==> src/rtl/hold_arbiter.sv <==
// Two-requester DMA arbiter that borrows the bus from an Intel 8088 using HOLD/HLDA.
// Requesters share the bus round-robin with a tenure limit, and the CPU always gets a gap after release.
module hold_arbiter #(
  parameter int MAX_TENURE = 16,
  parameter int CPU_GAP    = 4
) (
  input  logic       CLK,
  input  logic       RESET,
  input  logic [1:0] DREQ,
  input  logic       HLDA,
  output logic       HOLD,
  output logic [1:0] DACK,
  output logic       ERR
);

  localparam int TW = (MAX_TENURE > 1) ? $clog2(MAX_TENURE) : 1;
  localparam int GW = (CPU_GAP > 1) ? $clog2(CPU_GAP) : 1;
  localparam logic [TW-1:0] TEN_LAST = TW'(MAX_TENURE - 1);
  localparam logic [GW-1:0] GAP_LAST = GW'(CPU_GAP - 1);

  typedef enum logic [2:0] {IDLE, REQ, GRANT, TURN, RELEASE, GAP} state_t;

  state_t        state, state_d;
  logic [TW-1:0] tenure, tenure_d;
  logic [GW-1:0] gap_cnt, gap_d;
  logic          last, last_d;
  logic          hold_d, err_d;
  logic [1:0]    dack_d;
  logic          any_req, own_req, oth_req, win;
  logic [1:0]    win_dack;

  // While granted, last is the current owner, so the same pick also serves the TURN handoff.
  always_comb begin
    any_req  = |DREQ;
    own_req  = DREQ[last];
    oth_req  = DREQ[~last];
    win      = (DREQ == 2'b11) ? ~last : DREQ[1];
    win_dack = win ? 2'b10 : 2'b01;
  end

  always_comb begin
    state_d  = state;
    tenure_d = tenure;
    gap_d    = gap_cnt;
    last_d   = last;
    hold_d   = HOLD;
    dack_d   = DACK;
    err_d    = 1'b0;
    unique case (state)
      IDLE: begin
        hold_d = 1'b0;
        dack_d = 2'b00;
        if (any_req) begin
          state_d = REQ;
          hold_d  = 1'b1;
        end
      end
      REQ: begin
        if (HLDA) begin
          if (any_req) begin
            state_d  = GRANT;
            dack_d   = win_dack;
            last_d   = win;
            tenure_d = '0;
          end else begin
            state_d = RELEASE;
            hold_d  = 1'b0;
          end
        end
      end
      GRANT: begin
        if (!HLDA) begin
          state_d = RELEASE;
          hold_d  = 1'b0;
          dack_d  = 2'b00;
          err_d   = 1'b1;
        end else if (!own_req || (tenure == TEN_LAST && oth_req)) begin
          dack_d = 2'b00;
          if (oth_req) begin
            state_d = TURN;
          end else begin
            state_d = RELEASE;
            hold_d  = 1'b0;
          end
        end else if (tenure != TEN_LAST) begin
          tenure_d = tenure + 1'b1;
        end
      end
      TURN: begin
        if (!HLDA) begin
          state_d = RELEASE;
          hold_d  = 1'b0;
          dack_d  = 2'b00;
          err_d   = 1'b1;
        end else if (any_req) begin
          state_d  = GRANT;
          dack_d   = win_dack;
          last_d   = win;
          tenure_d = '0;
        end else begin
          state_d = RELEASE;
          hold_d  = 1'b0;
        end
      end
      RELEASE: begin
        hold_d = 1'b0;
        dack_d = 2'b00;
        if (!HLDA) begin
          state_d = GAP;
          gap_d   = '0;
        end
      end
      GAP: begin
        // Requests arriving here simply wait; IDLE picks them up once the CPU has had its cycles.
        if (gap_cnt == GAP_LAST) state_d = IDLE;
        else                     gap_d   = gap_cnt + 1'b1;
      end
      default: state_d = IDLE;
    endcase
  end

  always_ff @(posedge CLK or negedge RESET) begin
    if (!RESET) begin
      state   <= IDLE;
      tenure  <= '0;
      gap_cnt <= '0;
      last    <= 1'b1;
      HOLD    <= 1'b0;
      DACK    <= 2'b00;
      ERR     <= 1'b0;
    end else begin
      state   <= state_d;
      tenure  <= tenure_d;
      gap_cnt <= gap_d;
      last    <= last_d;
      HOLD    <= hold_d;
      DACK    <= dack_d;
      ERR     <= err_d;
    end
  end

endmodule

==> config.mk <==
export PLATFORM = sky130hd
export DESIGN_NAME = hold_arbiter
export DESIGN_NICKNAME = d
export VERILOG_FILES = /design/src/rtl/hold_arbiter.sv
export SDC_FILE = /design/constraint.sdc
export NUM_CORES = 1
export LEC_CHECK = 0
export ABC_CLOCK_PERIOD_IN_PS = 3000
export BUFFER_PORTS_ARGS = -buffer_cell sky130_fd_sc_hd__buf_2
export CAP_MARGIN = 20
export CORE_MARGIN = 2
export CORE_UTILIZATION = 55
export CTS_CLUSTER_DIAMETER = 50
export DETAILED_ROUTE_END_ITERATION = 6
export GPL_ROUTABILITY_DRIVEN = 0
export GPL_TIMING_DRIVEN = 0
export PLACE_DENSITY = 0.86
export SLEW_MARGIN = 20
export SYNTH_ARGS = -nofsm -noshare
export SYNTH_HDL_FRONTEND = slang
export SYNTH_SLANG_ARGS = --single-unit
==> constraint.sdc <==
create_clock -name CLK -period 3 [get_ports CLK]
set_input_delay 0 -clock CLK [delete_from_list [all_inputs] [get_ports CLK]]
set_output_delay 0 -clock CLK [all_outputs]
set_load 0.1 [all_outputs]
* After elaboration in Yosys (flattened, before gate mapping)
Cells that the tools add are included.
W data, S select, Z words.
** Storage, ports and cells
- Flip-flop bits (word level) :: 14
- Input port bits :: 5
- Output and inout bits :: 4
** Cells by class
- Add/subtract/negate cells :: 2
- Magnitude comparators :: 2
- Eq/ne operators :: 21
- Mux-type cells :: 41
- Bitwise operators :: 1
- Reductions and logical operators :: 18
** Operator list (count)
- $mux W3 :: 9
- $mux W4 :: 5
- $pmux W3 S6 :: 1
- $mux W2 :: 8
- $ne A2 B2 Y1 const B :: 8
- $mux W1 :: 14
- $reduce_and A3 Y1 :: 3
- $pmux W2 S4 :: 1
- $pmux W4 S2 :: 1
- $reduce_or A2 Y1 :: 4
- $eq A3 B2 Y1 const B :: 2
- $eq A3 B3 Y1 const B :: 2
- $ne A3 B3 Y1 const B :: 2
- $reduce_and A6 Y1 :: 1
- $pmux W1 S5 :: 1
- $reduce_and A5 Y1 :: 1
- $reduce_bool A5 Y1 :: 1
- $add A4 B1 Y4 const B :: 1
- $eq A2 B2 Y1 const B :: 2
- $eq A4 B4 Y1 const B :: 1
- $lt A1 B2 Y1 const B :: 2
- $ne A2 B1 Y1 const B :: 2
- $ne A4 B4 Y1 const B :: 1
- $pmux W2 S2 :: 1
- 10 further kinds :: 11

* Longest topological paths before layout
Gate-level depths: netlist of the first run.
- Depth after elaboration :: 8
- Gate-level depth with buffers :: 5
- Gate-level depth less buffers :: 5

* Worst setup path after synthesis of the first run
No wires, ideal clock.
- Path type :: register -> register
- From :: reg HOLD (netlist name)
- To :: reg HOLD
- Data arrival time :: 1591 ps
- Data required time :: 2930 ps
- Path slack :: 1338 ps
- Cell stages (with the launch flop) :: 5
- Path buffers :: 0
- Period minus slack after synthesis :: 1662 ps
- Cell sequence :: dfrtp_1 -> inv_1 -> a221o_1 -> a21oi_1 -> mux2_1
** RTL lines
- end signal, assigned :: RTL line 136 : HOLD <= hold_d;
- end, declared :: RTL line 11 : output logic HOLD,

* Worst setup path in the final report of the first run
- From :: reg last
- To :: reg state[2]
** Between the ends
- Cells in the longest elaborated chain, start to end :: 6
- Elaborated cells between the ends (all ways) :: 13
- Those cells by class :: eq/ne: 1; mux: 8; reduce/logical: 4
** Ends and longest elaborated chain
- start, declared :: RTL line 26 : logic last, last_d;
- start signal, assigned :: RTL line 135 : last <= last_d;
- $mux W1 (on tied branches) (2 in a row) :: RTL line 36, 35
- $mux W3, or another cell as far along :: RTL line 79 : if (oth_req) begin
- $mux W3 or $logic_or A1 B1 Y1 (tied branches) :: RTL line 77 : end else if (!own_req || (tenure == TEN_LAST && oth_req)) begin
- $mux W3 or $ne A3 B3 Y1 (tied branches)
- $pmux W3 S6 or $reduce_and A5 Y1 (tied branches)
- end signal, assigned :: RTL line 132 : state <= state_d;
- end, declared :: RTL line 23 : state_t state, state_d;
Several ways; a longest one is shown, not always the timed one. The select of a mux whose other input is x is not followed.
A chain may end at the register's enable or synchronous reset.

==> results by group, run 1 <==
Synthesis
  • #FFs+latches synth: 14
  • Post-Syn Area: 936 um^2
  • Share of the synthesized area in the top cell type: around a third
  • Distinct cell type count after synthesis: 43
  • Main flop type after synthesis: dfrtp_1
  • Synth top area cells: dfrtp_1, mux2_2, o21ai_0
  • Synth Warn #: 0
  • FFs w/ async S/R, synth: 100%
  • Mapped Nets: 102
  • Gate count of the mapped netlist: 95
  • Dominant cell type by area after synthesis: dfrtp_1
  • Mean Syn Cell Area: 9.85 um^2
  • Seq/Total Area, Yosys: between 30% and 40%
  • Post-synth EDFFs: 0

Setup path
  • Max incr delay on CP: 0.59 ns
  • CP required: 3.18 ns
  • Crit. End Element: register
  • Crit path arrival time: 1.75 ns
  • Delay-heaviest family, CP: flip-flops
  • Critical Path Fanout Max: 5
  • CP Launch Type: register
  • Critical path, cell by cell: mux2_2, o21ai_0, a21oi_1, o32ai_1
  • Slowest CP cell: dfstp_2
  • CP bufs+invs: 0
  • Crit Path Class: reg2reg

Power
  • Flop pwr share: 30.9%
  • P_int: 0.548 mW
  • Part of the power in combinational logic: 55.7%
  • Leakage: 0.472 nW
  • Switching power: around 0.49 mW
  • Clock power frac: 13.4%
  • Power Density: 996 nW/um^2
  • Sw frac: 47.0%
  • Tot Pwr: about 1.0 mW
  • VDD IR max: 0.549 mV

Placement
  • DP Worst Slack: roughly 1.5 ns
  • Dpl cells: 116
  • Post-DP Area: 981 um^2
  • Port bufs: 5
  • Detailed placement HPWL: ~1400 um

CTS
  • Skew-Pair Late Insertion Delay: 0.28 ns
  • Post-cts sizing count: 0
  • Clock transition at path regs: 0.09 ns
  • Clk sinks: 14
  • TritonCTS buffer count: 3
  • CTS root buf: clkbuf_4
  • H-tree lvl count: 1
  • Clock Path Buffers: 2
  • CTS tree: done

Route
  • Wirelength, routed: 1890 um
  • Routed Antenna Nets: 0
  • Initial DRC count: 9
  • Number of detailed-route iterations in the first pass: 5
  • DRC viols: 0
  • Avg WL per Cell: 15.5 um
  • Via-per-instance ratio: 6.16
  • Routed vias: 751

Timing
  • Worst-margin pin slew: between 0.4 and 0.5 ns
  • TNS Setup: 0 ns
  • Min Tclk post-route: ~1.6 ns
  • Final Worst Setup Slack: between 1 and 1.5 ns
  • Final period util: 52.3%
  • Final hold violations: 0
  • Final Max Slew Viols: 0
  • Final Setup Violations: 0
  • Rel. slew slack: 67.7%
  • Hold Slack: 0.0255 ns
  • Fmax: 638 MHz
  • Clk_skew: 0.00320 ns
  • Unrepaired setup endpoints after global routing: false

Layout
  • Final instance area: about 1000 um^2
  • Share of post-route cells with drive strength above 1: 29.2%
  • Fin util: between 60% and 70%
  • Area grow syn2layout: 10.8%
  • Layout Cells excl Fill: around 120
  • Diodes inserted: 0
  • Fillcell total: 131
  • Fin nets: 114

Global route
  • Initial antenna violation count: 0
  • Largest net degree at the start of global routing: 15
  • Global-route wire length before repair: 2990 um
  • Number of global-route vias before repair: 680
  • Gr usage total: 21.4%
  • Grt total ovfl: 0

Floorplanning
  • Initial Util: 60.0%
  • Die area: 2050 um^2
  • Die Ht: about 45 um
  • Std-Cell Core Area: approximately 1600 um^2
  • Rows: 14
  • # IOs: 9
  • Die W: about 45 um

Min path
  • Hold WC Path Type: in2reg

Status
  • Outcome: completed

Run
  • MaxCap Viol Count: 0
## worst reg2reg max path: cells and delay by family, from the launching register on
kind / cells / cell delay (ns)
DFF: 1 / 0.59
AOI/OAI and AO/OA: 3 / 0.52
muxes: 1 / 0.36
## kinds of logic (layout without fill, tap and decap cells)
kind of cell               count (synthesis)  count (layout)  synth area share, %
AOI/OAI and AO/OA                         33              33                 26.1
and+or+nand+nor                           29              29                 19.0
DFF                                       14              14                 37.6
buffers and inverters                     11              22                 7.35
muxes                                      5               5                 6.42
adders and majority gates                  2               2                 2.67
xor gates and xnor gates                   1               1                0.936
## per-layer routing
layer  global-route usage (%)  wire length [um]
met3                     3.60                69
met5                        0                 0
met4                     15.3                52
met2                     32.0               877
met1                     27.7               886
## power by group through the flow
stage | Sequential [mW] | Clock (mW) | Combinational (mW)
2_1_floorplan | 0.449 | 0 | 0.340
3_3_place_gp | 0.317 | 0 | 0.556
3_5_place_dp | 0.323 | 0 | 0.572
4_1_cts | 0.319 | 0.142 | 0.577
5_1_grt | 0.330 | 0.151 | 0.626
6_report | 0.320 | 0.138 | 0.575
## cells in the mapped netlist, types with 3 or more instances
library cell	count
buf_4	3
nor3_1	3
mux2_2	3
a21oi_1	5
nand2_1	7
inv_1	5
nor2_1	4
dfrtp_1	13
o21ai_0	6
a22o_1	3
## layout by cell type, fill, tap and decap left out, drive strengths merged, types with 5 or more instances in the layout
cell	n
nor2	5
a21oi	5
nand2	7
inv	5
dfrtp	13
buf	11
o21ai	6
mux2	5
## path summary, 6_finish.rpt
path	cells after the start	slack [ns]	startpoint	endpoint
min in group asynchronous	2	0.13	RESET	tenure[3]
max in group asynchronous	2	2.58	RESET	last
worst min-delay path	3	0.03	DREQ[0]	DACK[0]
worst min register to register	1	0.52	HOLD	HOLD
worst max-delay path	4	1.43	last	state[2]
worst max register to register	4	1.43	last	state[2]
## registers in the layout (all words and copies together), names as in the netlist
| signal | flops |
|---|---|
| state | 3 |
| HOLD | 1 |
| DACK | 2 |
| gap_cnt | 2 |
| last | 1 |
| tenure | 4 |
| ERR | 1 |
## final cells by class
class	instances	area [um^2]	area share, %
Multi-Input combinational cell	70	515	49.7
Sequential cell	14	352	33.9
Buffer	6	50.0	4.83
Tap cell	16	20.0	1.93
Timing Repair Buffer	7	45.0	4.34
Clock buffer	4	36.3	3.50
Inverter	5	18.8	1.81
## timing repair
action / 4_1_cts / 5_1_grt
hold buffers: 2 / 0
hold endpoints to repair: 15 / 0
buffers inserted: 0 / 0
Note: power is estimated with default switching activity, not from simulation.
==> inputs of run 2 (changes only) <==
--- a/config.mk
+++ b/config.mk
@@ -5,7 +5,7 @@
 export SDC_FILE = /design/constraint.sdc
 export NUM_CORES = 1
 export LEC_CHECK = 0
-export ABC_CLOCK_PERIOD_IN_PS = 3000
+export ABC_CLOCK_PERIOD_IN_PS = 1600
 export BUFFER_PORTS_ARGS = -buffer_cell sky130_fd_sc_hd__buf_2
 export CAP_MARGIN = 20
 export CORE_MARGIN = 2
==> constraint.sdc (replaced) <==
create_clock -name CLK -period 1.6 [get_ports CLK]
set_input_delay 0 -clock CLK [delete_from_list [all_inputs] [get_ports CLK]]
set_output_delay 0 -clock CLK [all_outputs]
set_load 0.1 [all_outputs]
==> run 2 against run 1 <==
Compared with the run above: register-to-register slack lost 1.4 ns; fmax up 0.70%; clock skew rose by 0.0032 ns; die area stayed put; cell count is the same; critical endpoint is now HOLD; largest cell class unchanged; largest power group unchanged.
==> results by group, run 2 (synthesis results as in run 1) <==
Route
  • Initial DRC count: 15 (+6)
  • Wirelength, routed: 1860 um (-1.4%)
  • DRC viols: 0 (unchanged)
  • Avg WL per Cell: 15.2 um (-1.4%)
  • Routed vias: 759 (+1.1%)
  • Via-per-instance ratio: 6.22 (+1.1%)
  • Routed Antenna Nets: 0 (unchanged)
  • Number of detailed-route iterations in the first pass: 4 (-1)

Setup path
  • Crit. End Element: register
  • CP Launch Type: register
  • Critical Path Fanout Max: 5 (unchanged)
  • Crit Path Class: reg2reg
  • Crit path arrival time: 1.74 ns (about the same)
  • CP required: 1.79 ns (-1.39 ns)

Timing
  • Fmax: 642 MHz (+0.70%)
  • Final Setup Violations: 0 (unchanged)
  • Final Worst Setup Slack: 0.0429 ns (-1.39 ns)
  • Min Tclk post-route: 1.56 ns (-0.0109 ns)
  • Hold Slack: 0.0304 ns (+0.00482 ns)
  • Unrepaired setup endpoints after global routing: false
  • Final period util: 97.3% (+45 points)
  • Rel. slew slack: 67.9% (+0.22 points)
  • Final Max Slew Viols: 0 (unchanged)
  • TNS Setup: 0 ns (unchanged)
  • Worst-margin pin slew: 0.484 ns (-0.00336 ns)
  • Final hold violations: 0 (unchanged)
  • Clk_skew: 0.00639 ns (+0.00319 ns)

Power
  • Power Density: 1870 nW/um^2 (+88%)
  • VDD IR max: 1.05 mV (+91%)
  • Tot Pwr: 1.98 mW (+92%)
  • Leakage: 0.476 nW (+0.68%)

Global route
  • Global-route wire length before repair: 2970 um (-0.90%)
  • Largest net degree at the start of global routing: 15 (unchanged)
  • Number of global-route vias before repair: 682 (+0.29%)
  • Initial antenna violation count: 0 (unchanged)
  • Gr usage total: 20.8% (-0.55 points)
  • Grt total ovfl: 0 (unchanged)

Layout
  • Fillcell total: 117 (-11%)
  • Area grow syn2layout: 12.8%
  • Final instance area: 1060 um^2 (+1.8%)
  • Fin util: 67.7% (+1.2 points)
  • Max FFs per register: 4 (unchanged)
  • Diodes inserted: 0 (unchanged)
  • Layout Cells excl Fill: 122 (unchanged)
  • Commonest non-fill, non-tap cell in the layout: dfrtp_1
  • Commonest cells after routing, fill and taps aside: dfrtp_1, buf_2, nand2_1
  • Largest regs: tenure: 4 flops, state: 3 flops
  • Biggest register: tenure
  • Fin nets: 114 (unchanged)
  • Share of post-route cells with drive strength above 1: 32.1% (+2.8 points)

Placement
  • DP Worst Slack: 0.0504 ns (-1.41 ns)
  • Dpl cells: 116 (unchanged)
  • Post-DP Area: 982 um^2 (+0.13%)
  • Detailed placement HPWL: 1340 um (-4.4%)
  • Port bufs: 5 (unchanged)

Floorplanning
  • Die area: 2050 um^2 (unchanged)
  • Rows: 14 (unchanged)
  • Die Ht: 45.3 um (unchanged)
  • # IOs: 9 (unchanged)
  • Std-Cell Core Area: 1560 um^2 (unchanged)
  • Initial Util: 60.0% (unchanged)
  • Die W: 45.3 um (unchanged)

CTS
  • CTS root buf: clkbuf_4
  • Clock Path Buffers: 2 (unchanged)
  • Clock transition at path regs: 0.09 ns (about the same)
  • Skew-Pair Late Insertion Delay: 0.29 ns (about the same)
  • Clk sinks: 14 (unchanged)
  • CTS tree: done
  • TritonCTS buffer count: 3 (unchanged)
  • H-tree lvl count: 1 (unchanged)

Run
  • MaxCap Viol Count: 0 (unchanged)

Status
  • Outcome: completed

Min path
  • Hold WC Path Type: in2reg
==> run 2: cell counts in the layout (fill, tap and decap cells not counted) <==
No cell type changed its count.
==> run 2: worst max-delay path: stages, from the launching register on <==
cell and delay [ns]:
dfstp_2 0.59, mux2_4 0.35, o2111ai_4 0.11, nand3_2 0.09, mux2_4 0.30
==> run 2: timing repair <==
action | in CTS | in global routing
hold endpoints to repair | 15 | 0
setup endpoints to repair | 0 | 2
hold buffers | 2 | 0
buffers inserted | 0 | 0
resized for setup | 0 | 4
==> run 2: where the power goes <==
part           internal (mW)  switching (mW)
logic                  0.422           0.690
registers              0.492           0.109
clock network          0.139           0.128
total                   1.05           0.926
==> run 2: cell type report <==
type	instances	area, um^2	area share, %
Buffer	6	50.0	4.74
Clock buffer	4	36.3	3.44
Inverter	5	18.8	1.78
Multi-Input combinational cell	70	533	50.5
Sequential cell	14	353	33.4
Tap cell	16	20.0	1.90
Timing Repair Buffer	7	45.0	4.27
==> run 2: worst paths after layout <==
kind                              start       to  slack (ns)  cells after the start
worst max-delay path               last     HOLD        0.04                      4
worst min-delay path            DREQ[0]  DACK[0]        0.03                      3
worst max register to register     last     HOLD        0.04                      4
worst min register to register  DACK[0]  DACK[0]        0.54                      2
max in group asynchronous         RESET     last        1.19                      2
min in group asynchronous         RESET  DACK[0]        0.13                      2
==> run 2: per-layer routing <==
metal,GRT usage [%],part of all wire (%),vias up,wire length [um]
met4,10.6,2.2,0,40
li1,-,-,377,-
met2,32.3,47,12,864
met5,0,0,-,0
met3,4.80,3.4,5,64
met1,27.1,48,365,888
